### src/rtl/cp0_reg.sv
// CP0 register file: Status, Cause, EPC, Count, Compare and BadVAddr, with
// timer interrupt generation, exception/ERET bookkeeping and an MFC0 read
// path that bypasses a same-cycle MTC0 from write-back.
module cp0_reg (
  input  logic        cpu_clk_50M,
  input  logic        cpu_rst_n,
  input  logic        we,
  input  logic [4:0]  waddr,
  input  logic [31:0] wdata,
  input  logic [4:0]  raddr,
  output logic [31:0] rdata,
  input  logic [5:0]  int_i,
  input  logic        exc_valid,
  input  logic [4:0]  exc_code,
  input  logic [31:0] exc_pc,
  input  logic [31:0] exc_badvaddr,
  input  logic        eret,
  output logic [31:0] status_o,
  output logic [31:0] cause_o,
  output logic [31:0] epc_o,
  output logic [31:0] count_o,
  output logic [31:0] compare_o,
  output logic [31:0] badvaddr_o,
  output logic        timer_int_o,
  output logic        int_req_o
);

  localparam logic [4:0] REG_BADVADDR = 5'd8;
  localparam logic [4:0] REG_COUNT    = 5'd9;
  localparam logic [4:0] REG_COMPARE  = 5'd11;
  localparam logic [4:0] REG_STATUS   = 5'd12;
  localparam logic [4:0] REG_CAUSE    = 5'd13;
  localparam logic [4:0] REG_EPC      = 5'd14;

  localparam logic [4:0] EXC_ADEL = 5'd4;
  localparam logic [4:0] EXC_ADES = 5'd5;

  // Architectural state (only the implemented bit fields are stored)
  logic [7:0]  im_r;
  logic        exl_r;
  logic        ie_r;
  logic [5:0]  cause_hw_r;
  logic [1:0]  cause_sw_r;
  logic [4:0]  cause_exc_r;
  logic [31:0] epc_r;
  logic [31:0] count_r;
  logic [31:0] compare_r;
  logic [31:0] badvaddr_r;
  logic        tick_r;
  logic        timer_int_r;

  // Next-state values
  logic [7:0]  im_s;
  logic        exl_s;
  logic        ie_s;
  logic [5:0]  cause_hw_s;
  logic [1:0]  cause_sw_s;
  logic [4:0]  cause_exc_s;
  logic [31:0] epc_s;
  logic [31:0] count_s;
  logic [31:0] compare_s;
  logic [31:0] badvaddr_s;
  logic        tick_s;
  logic        timer_int_s;

  logic        wr_badvaddr_s;
  logic        wr_count_s;
  logic        wr_compare_s;
  logic        wr_status_s;
  logic        wr_cause_s;
  logic        wr_epc_s;
  logic [5:0]  cause_hw_live_s;
  logic [31:0] status_s;
  logic [31:0] cause_s;
  logic [31:0] cause_live_s;

  // Decode the MTC0 target and assemble the architectural register views
  always_comb begin
    wr_badvaddr_s   = we && (waddr == REG_BADVADDR);
    wr_count_s      = we && (waddr == REG_COUNT);
    wr_compare_s    = we && (waddr == REG_COMPARE);
    wr_status_s     = we && (waddr == REG_STATUS);
    wr_cause_s      = we && (waddr == REG_CAUSE);
    wr_epc_s        = we && (waddr == REG_EPC);
    cause_hw_live_s = {int_i[5] | timer_int_r, int_i[4:0]};
    status_s        = {9'd0, 1'b1, 6'd0, im_r, 6'd0, exl_r, ie_r};
    cause_s         = {16'd0, cause_hw_r, cause_sw_r, 1'b0, cause_exc_r, 2'b00};
    cause_live_s    = {16'd0, cause_hw_live_s, cause_sw_r, 1'b0, cause_exc_r, 2'b00};
  end

  // Next-state logic: exception beats ERET beats MTC0 for Status/Cause/EPC
  always_comb begin
    im_s        = im_r;
    exl_s       = exl_r;
    ie_s        = ie_r;
    cause_sw_s  = cause_sw_r;
    cause_exc_s = cause_exc_r;
    epc_s       = epc_r;
    cause_hw_s  = cause_hw_live_s;

    if (exc_valid) begin
      exl_s       = 1'b1;
      cause_exc_s = exc_code;
      if (!exl_r) begin
        epc_s = exc_pc;
      end else begin
        epc_s = epc_r;
      end
    end else if (eret) begin
      exl_s = 1'b0;
    end else begin
      if (wr_status_s) begin
        im_s  = wdata[15:8];
        exl_s = wdata[1];
        ie_s  = wdata[0];
      end else begin
        im_s  = im_r;
      end
      if (wr_cause_s) begin
        cause_sw_s = wdata[9:8];
      end else begin
        cause_sw_s = cause_sw_r;
      end
      if (wr_epc_s) begin
        epc_s = wdata;
      end else begin
        epc_s = epc_r;
      end
    end

    if (exc_valid && ((exc_code == EXC_ADEL) || (exc_code == EXC_ADES))) begin
      badvaddr_s = exc_badvaddr;
    end else if (wr_badvaddr_s) begin
      badvaddr_s = wdata;
    end else begin
      badvaddr_s = badvaddr_r;
    end

    // Count advances on every other clock; a write reloads it and re-phases the tick
    if (wr_count_s) begin
      count_s = wdata;
      tick_s  = 1'b0;
    end else if (tick_r) begin
      count_s = count_r + 32'd1;
      tick_s  = 1'b0;
    end else begin
      count_s = count_r;
      tick_s  = 1'b1;
    end

    if (wr_compare_s) begin
      compare_s = wdata;
    end else begin
      compare_s = compare_r;
    end

    // A Compare write acknowledges the timer even if a match happens in the same cycle
    if (wr_compare_s) begin
      timer_int_s = 1'b0;
    end else if ((compare_r != 32'd0) && (count_r == compare_r)) begin
      timer_int_s = 1'b1;
    end else begin
      timer_int_s = timer_int_r;
    end
  end

  // State registers with asynchronous active-low reset
  always_ff @(posedge cpu_clk_50M or negedge cpu_rst_n) begin
    if (!cpu_rst_n) begin
      im_r        <= 8'd0;
      exl_r       <= 1'b0;
      ie_r        <= 1'b0;
      cause_hw_r  <= 6'd0;
      cause_sw_r  <= 2'd0;
      cause_exc_r <= 5'd0;
      epc_r       <= 32'd0;
      count_r     <= 32'd0;
      compare_r   <= 32'd0;
      badvaddr_r  <= 32'd0;
      tick_r      <= 1'b0;
      timer_int_r <= 1'b0;
    end else begin
      im_r        <= im_s;
      exl_r       <= exl_s;
      ie_r        <= ie_s;
      cause_hw_r  <= cause_hw_s;
      cause_sw_r  <= cause_sw_s;
      cause_exc_r <= cause_exc_s;
      epc_r       <= epc_s;
      count_r     <= count_s;
      compare_r   <= compare_s;
      badvaddr_r  <= badvaddr_s;
      tick_r      <= tick_s;
      timer_int_r <= timer_int_s;
    end
  end

  // MFC0 read mux with write-back bypass; Cause shows live interrupt lines
  always_comb begin
    if (we && (waddr == raddr)) begin
      rdata = wdata;
    end else begin
      case (raddr)
        REG_BADVADDR: rdata = badvaddr_r;
        REG_COUNT:    rdata = count_r;
        REG_COMPARE:  rdata = compare_r;
        REG_STATUS:   rdata = status_s;
        REG_CAUSE:    rdata = cause_live_s;
        REG_EPC:      rdata = epc_r;
        default:      rdata = 32'd0;
      endcase
    end
  end

  // Register contents and interrupt request towards the exception unit
  always_comb begin
    status_o    = status_s;
    cause_o     = cause_s;
    epc_o       = epc_r;
    count_o     = count_r;
    compare_o   = compare_r;
    badvaddr_o  = badvaddr_r;
    timer_int_o = timer_int_r;
    int_req_o   = ie_r & ~exl_r & (|(cause_hw_r & im_r[7:2]) | |(cause_sw_r & im_r[1:0]));
  end

endmodule

### config.mk
export PLATFORM = sky130hd
export DESIGN_NAME = cp0_reg
export DESIGN_NICKNAME = d
export VERILOG_FILES = /design/src/rtl/cp0_reg.sv
export SDC_FILE = /design/constraint.sdc
export NUM_CORES = 1
export LEC_CHECK = 0
export CAP_MARGIN = 0
export CORE_MARGIN = 2
export CORE_UTILIZATION = 48
export DETAILED_ROUTE_END_ITERATION = 12
export PLACE_DENSITY = 0.87
export SLEW_MARGIN = 30
export SYNTH_ARGS = -nofsm -noshare
export SYNTH_HDL_FRONTEND = slang
export SYNTH_SLANG_ARGS = --single-unit
### constraint.sdc
create_clock -name cpu_clk_50M -period 5.1 [get_ports cpu_clk_50M]
set_clock_uncertainty 0.2 [all_clocks]
set_input_delay 0.765 -clock cpu_clk_50M [delete_from_list [all_inputs] [get_ports cpu_clk_50M]]
set_output_delay 0.765 -clock cpu_clk_50M [all_outputs]
set_load 0.02 [all_outputs]
==> impl_metrics.csv, run 1 <==
group,metric,value,unit
status,status,"completed",
power_and_ir_drop,p_leak,5.29,nW
clocking,cts_hold_buf,0,
synth,ys_seq_elements,153,
sta,final_max_slew_viol_count,0,
setup_path,crit_arrival,3500,ps
setup_path,r2r_start,"count_o[0]$_DFFE_PN0N_",
sta,slew_headroom,40.2,%
setup_path,worstSetupPathType,"in2out",
clocking,clock_path_buffers,2,
final_layout,diodes,0,
setup_path,r2r_cells,6,
final_layout,syn2layout_area_growth,42.4,%
power_and_ir_drop,seq_power_share,39.2,%
job,max_cap_viol_count,0,
power_and_ir_drop,p_per_area,382,mW/mm2
sta,setup_viol,0,
setup_path,rrSetupSlack,2250,ps
synth,syn_avg_cell_area,9.66,um2
floorplanning,ios,348,
synth,synth_common_cells,"dfrtp_1 (153), nand2_1 (105), mux2i_1 (66)",
final_layout,fin_cells,1424,
synth,syn_inst,911,
route,viasPerCell,5.94,
synth,yosysMostFrequentCell,"dfrtp_1",
floorplanning,dieHeight,139,um
clocking,numCtsBuffers,17,
clocking,clk_latency,430,ps
setup_path,endpoint_kind,"output port",
final_layout,multi_input_area,0.00457,mm2
clocking,clkTransAtPathRegs,70,ps
sta,worst_slew_pin_slew,898,ps
route,drc,0,
synth,synth_edf_count,0,
grt,grt_pass1_wl,48200,um
synth,synth.top_cell.area_share,43.5,%
clocking,htree_levels,4,
power_and_ir_drop,ir_drop,0.252,mV
sta,fin_crit_sh,87.6,%
clocking,tritoncts,"yes",
worst_hold_path,min-delay-path-class,"in2async",
placed_design,dp.cells,1391,
grt,grt_use_met2,53.1,%
route,via_count,8464,
power_and_ir_drop,comb_power_share,34.1,%
grt,overflow,0,
sta,rsz0062_at_grt,"false",
clocking,cts_root_buf,"clkbuf_16",
final_layout,final_layout_size_suffix_gt1_share,9.46,%
setup_path,path_max_fanout,18,
setup_path,crit_required,4140,ps
route,wl_per_cell,22.1,um
sta,timing.final.crit_period,4470,ps
route,routed_wl,31500,um
grt,grt_util_met3,6.85,%
grt,grt_usage,31.9,%
synth,async_flop_share,100,%
floorplanning,die_w,139,um
final_layout,seq_area,0.00383,mm2
final_layout,nNetsFinal,1305,
placed_design,gp_congestion,0.902,
floorplanning,core_area,0.0180,mm2
power_and_ir_drop,p_int,3.03,mW
synth,synthTopCellsByArea,"dfrtp_1 (44%), mux2i_1 (7.5%), mux2_2 (6.1%), a22oi_1 (5.5%), xnor2_1 (5.4%)",
sta,setup_tns,0,ps
grt,antenna_found_initial,0,
floorplanning,rows,49,
route,drt-initial-drc-count,818,
power_and_ir_drop,power_frac_clock,26.7,%
route,drt_pre_antenna_iters,6,
power_and_ir_drop,switching_share,36.8,%
synth,synth_ff_type,"dfrtp_1",
floorplanning,die_area,0.0194,mm2
setup_path,crit_path_start_kind,"primary input",
clocking,cts_resized,0,
power_and_ir_drop,power.switching,1.76,mW
grt,grt_max_degree,65,
synth,ys_seq_area_share,43.5,%
placed_design,post-dp-hpwl,22700,um
grt,global_route.usage.met1,40.8,%
synth,syn-cell-area,0.00880,mm2
setup_path,r2r-end,"count_o[30]$_DFFE_PN0N_",
grt,grt_pass1_vias,8349,
floorplanning,start_util,49.0,%
grt,busiest_layer,"met2",
synth,synth_cell_types,47,
sta,hold_viol_final,0,
route,ant_nets,0,
synth,synth_top_cell_by_area,"dfrtp_1",
clocking,cts_setup_buffers,0,
sta,fmax,224,MHz
synth,ys_warn_count,0,
placed_design,io_buffers,306,
final_layout,fill_cells,1360,
clocking,cts_num_sinks,153,
## sequential cells by signal, indices dropped and copies added, names as in the netlist
signal	count
badvaddr_o	32
compare_o	32
count_o	32
epc_o	32
im_r	8
cause_hw_r	6
cause_exc_r	5
cause_sw_r	2
exl_r	1
ie_r	1
tick_r	1
timer_int_o	1
## placed cells by master, fill, tap and decap left out, types with 17 or more instances in the layout
master / instances
clkdlybuf4s50_1: 304
dfrtp_1: 153
nand2_1: 103
mux2i_1: 66
a22oi_1: 65
o21ai_0: 61
xnor2_1: 54
nor2_1: 52
mux2_2: 48
conb_1: 41
a21oi_1: 34
a22o_1: 25
nand4_1: 18
nor4_1: 17
clkbuf_16: 17
## metal layers
metal | wire, um | vias to the layer above
met1 | 12600 | 4128
li1 | - | 3757
met4 | 938 | 0
met5 | 0 | -
met2 | 15400 | 504
met3 | 2580 | 75
## stage by stage
step           worst slack, ps  cell area, um2  util (%)  hold slack (ps)  total power, mW
6_report                   632           12500      69.8              107             4.79
5_1_grt                    536           12500      69.8              124             4.99
4_1_cts                    654           12500      69.7              103             4.80
3_5_place_dp               672           11900      66.4              293             3.51
3_3_place_gp               723           11900      66.3              287             3.48
2_1_floorplan             1670            8950         -              269             2.62
## worst max-delay path by stage
stage                end     start  cells past startpoint
5_1_grt        rdata[21]  raddr[1]                      8
4_1_cts        rdata[16]  raddr[1]                      8
3_5_place_dp   rdata[16]  raddr[1]                      8
6_report       rdata[16]  raddr[1]                      8
3_3_place_gp   rdata[16]  raddr[1]                      8
2_1_floorplan  rdata[16]  raddr[0]                      7
## worst max-delay path: stages
cell and delay, ps:
clkdlybuf4s50_1 690, xor2_1 180, nor4_1 70, and3_1 280, a2111oi_4 380, buf_4 320, a22o_1 190, clkdlybuf4s50_1 610
## logic make-up after synthesis
logic type / count (synthesis) / share of synthesized area [%]
XOR/XNOR: 66 / 6.57
multiplexers: 114 / 13.6
flip-flops: 153 / 43.5
adder cells (fa/ha/maj): 1 / 0.142
buffers and inverters: 119 / 7.04
AO/OA/AOI/OAI: 211 / 16.1
AND/OR/NAND/NOR: 245 / 12.9
other: 2 / 0.0853
## power groups by stage
stage	clock (mW)	sequential (mW)	combinational, mW
after floorplan	0	2.04	0.578
final	1.28	1.88	1.63
after global routing	1.35	1.91	1.72
after CTS	1.29	1.87	1.64
after detailed placement	0	1.88	1.63
after global placement	0	1.87	1.60
## layout make-up
class / instances / share of cell area (%)
Multi-Input combinational cell: 678 / 36.5
Sequential cell: 153 / 30.5
Clock inverter: 12 / 1.11
Tap cell: 229 / 2.29
Inverter: 9 / 0.270
Clock buffer: 20 / 3.64
Timing Repair Buffer: 323 / 25.7
Note: power is estimated with default switching activity, not from simulation.
==> run 2, diff against run 1 <==
--- a/config.mk
+++ b/config.mk
@@ -7,9 +7,9 @@
 export LEC_CHECK = 0
 export CAP_MARGIN = 0
 export CORE_MARGIN = 2
-export CORE_UTILIZATION = 48
+export CORE_UTILIZATION = 40
 export DETAILED_ROUTE_END_ITERATION = 12
-export PLACE_DENSITY = 0.87
+export PLACE_DENSITY = 0.78
 export SLEW_MARGIN = 30
 export SYNTH_ARGS = -nofsm -noshare
 export SYNTH_HDL_FRONTEND = slang
==> constraint.sdc (replaced) <==
create_clock -name cpu_clk_50M -period 3.9 [get_ports cpu_clk_50M]
set_clock_uncertainty 0.2 [all_clocks]
set_input_delay 0.585 -clock cpu_clk_50M [delete_from_list [all_inputs] [get_ports cpu_clk_50M]]
set_output_delay 0.585 -clock cpu_clk_50M [all_outputs]
set_load 0.02 [all_outputs]
==> run 2 against run 1 <==
  * Final cell count rose by 4.6%
  * Non-clock buffer count up 14
  * Via count down 0.32%
  * Total power increased by 30%
  * Combinational power rose by 33%
  * Clock power up 25%
  * Die area grew 19%
  * First-iteration DRC count fell by 17%
  * Critical path depth is the same
  * Final area up 2.6%
  * Worst setup slack worse by 550 ps
==> impl_metrics.csv, run 2 (synthesized netlist as in run 1, its figures left out) <==
group,metric,value,unit
grt,grt_pass1_wl,50000,um
setup_path,path_buf_inv,3,
setup_path,cpPeakStageDelay,610,ps
setup_path,crit_path_cell_trace,"clkdlybuf4s50_1 > xor2_1 > nor4_1 > and3_2 > a2111oi_4 > buf_12 > a22o_1 > clkdlybuf4s50_1",
grt,grt_max_degree,91,
setup_path,crit_path_start_kind,"primary input",
sta,final_max_slew_viol_count,0,
clocking,cts_setup_buffers,0,
sta,worst_slew_pin_slew,869,ps
final_layout,nNetsFinal,1319,
sta,setup_viol,0,
clocking,htree_levels,4,
placed_design,pre_cts_slack,-75.4,ps
placed_design,post_dp_cell_area,0.0122,mm2
final_layout,syn2layout_area_growth,46.1,%
sta,finalWorstSetupSlack,86.2,ps
power_and_ir_drop,ir_drop,0.247,mV
final_layout,fill_cells,1827,
placed_design,gp_congestion,0.866,
clocking,numCtsBuffers,17,
floorplanning,rows,54,
placed_design,io_buffers,306,
final_layout,fin_cells,1489,
grt,grt_usage,27.5,%
setup_path,cpMostUsedCell,"clkdlybuf4s50_1",
setup_path,cp_top_family,"buffers and inverters",
floorplanning,dieHeight,152,um
floorplanning,start_util,40.6,%
route,drc,0,
final_layout,mostFrequentLayoutCell,"clkdlybuf4s50_1",
setup_path,crit_arrival,3030,ps
final_layout,final_cell_mix,"clkdlybuf4s50_1 (275), dfrtp_1 (153), nand2_1 (103)",
placed_design,post-dp-hpwl,24300,um
setup_path,worstSetupPathType,"in2out",
clocking,tritoncts,"yes",
route,routed_wl,32900,um
sta,timing.final.crit_period,3810,ps
sta,hold_viol_final,0,
clocking,clock_path_buffers,2,
route,ant_nets,0,
worst_hold_path,min-delay-path-class,"in2async",
final_layout,multi_input_area,0.00458,mm2
grt,overflow,0,
floorplanning,die_w,152,um
clocking,cts_root_buf,"clkbuf_16",
clocking,clk_latency,430,ps
status,status,"completed",
setup_path,rrSetupSlack,1030,ps
clocking,clkTransAtPathRegs,70,ps
setup_path,crit_slowest_cell,"clkdlybuf4s50_1",
setup_path,path_max_fanout,24,
floorplanning,ios,348,
final_layout,seq_area,0.00383,mm2
final_layout,fin_area,0.0129,mm2
route,drt_pre_antenna_iters,6,
power_and_ir_drop,p_leak,5.81,nW
route,via_count,8437,
final_layout,final_layout_size_suffix_gt1_share,10.6,%
route,viasPerCell,5.67,
grt,grt_pass1_vias,8302,
setup_path,crit_required,3120,ps
clocking,cts_num_sinks,153,
sta,fin_crit_sh,97.8,%
placed_design,dp.cells,1456,
sta,rsz0062_at_grt,"true",
setup_path,endpoint_kind,"output port",
clocking,cts_hold_buf,0,
floorplanning,die_area,0.0232,mm2
sta,fmax,262,MHz
power_and_ir_drop,p_per_area,483,mW/mm2
grt,antenna_found_initial,0,
floorplanning,core_area,0.0217,mm2
route,wl_per_cell,22.1,um
job,max_cap_viol_count,0,
sta,slew_headroom,42.1,%
final_layout,diodes,0,
route,drt-initial-drc-count,678,
[run 2: cell types whose count changed in the layout (fill, tap and decap cells not counted), sizes merged]
cell	delta
buf	+13
bufbuf	+1
bufinv	-2
clkbuf	-2
clkdlybuf4s50	-29
clkinv	-4
clkinvlp	+1
dlygate4sd2	+6
dlymetal6s2s	+23
inv	+7
[run 2: layer usage]
metal  global-route usage, %  routed length [um]
met1                    35.5               13700
met2                    46.4               16200
met3                    5.80                2300
met4                    8.81                 722
met5                       0                   0
[run 2: cell type report]
class | count | area share, %
clock inverter | 14 | 0.983
tap | 280 | 2.72
timing repair buffer | 337 | 27.3
inverter | 9 | 0.263
clock buffer | 18 | 3.34
sequential | 153 | 29.8
multi-input combinational | 678 | 35.6
[run 2: worst register-to-register path, stage by stage, from the launching register on]
cell and delay (ps):
dfrtp_1 490, ha_1 230, nand4_1 270, or3_1 550
or3_1 460, or4_1 420, a31oi_1 170
[run 2: power by group]
part	switching, mW	internal, mW
registers	0.542	1.91
clock network	0.758	0.844
logic	1.08	1.08
[run 2: path summary, 6_finish.rpt]
check                                        from  cells after the start                   endpoint
setup / recovery                         raddr[4]                      8                  rdata[22]
hold / removal                          cpu_rst_n                      1  badvaddr_o[5]$_DFFE_PN0P_
setup reg to reg           count_o[0]$_DFFE_PN0N_                      6    count_o[30]$_DFFE_PN0N_
hold reg to reg             epc_o[25]$_DFFE_PN0P_                      2      epc_o[25]$_DFFE_PN0P_
max in group asynchronous               cpu_rst_n                      2    timer_int_o$_DFFE_PN0P_
min in group cpu_clk_50M    epc_o[25]$_DFFE_PN0P_                      2      epc_o[25]$_DFFE_PN0P_
[run 2: repair_timing]
| action | CTS | global route |
|---|---|---|
| cloned | 1 | 0 |
| pin swaps | 1 | 1 |
| resized for setup | 8 | 24 |
| hold endpoints to repair | 0 | 0 |
| endpoints found under the setup margin | 16 | 26 |
[run 2: through the flow]
stage / util (%) / hold WS [ps] / total power [mW] / setup TNS, ps
final: 59.3 / 31.3 / 6.21 / 0
after global routing: 59.3 / 67.3 / 6.49 / -31.5
after CTS: 59.0 / 51.4 / 6.24 / 0
after detailed placement: 56.3 / 301 / 4.63 / -604
after global placement: 56.2 / 291 / 4.59 / 0
after floorplan: - / 89.4 / 3.42 / 0
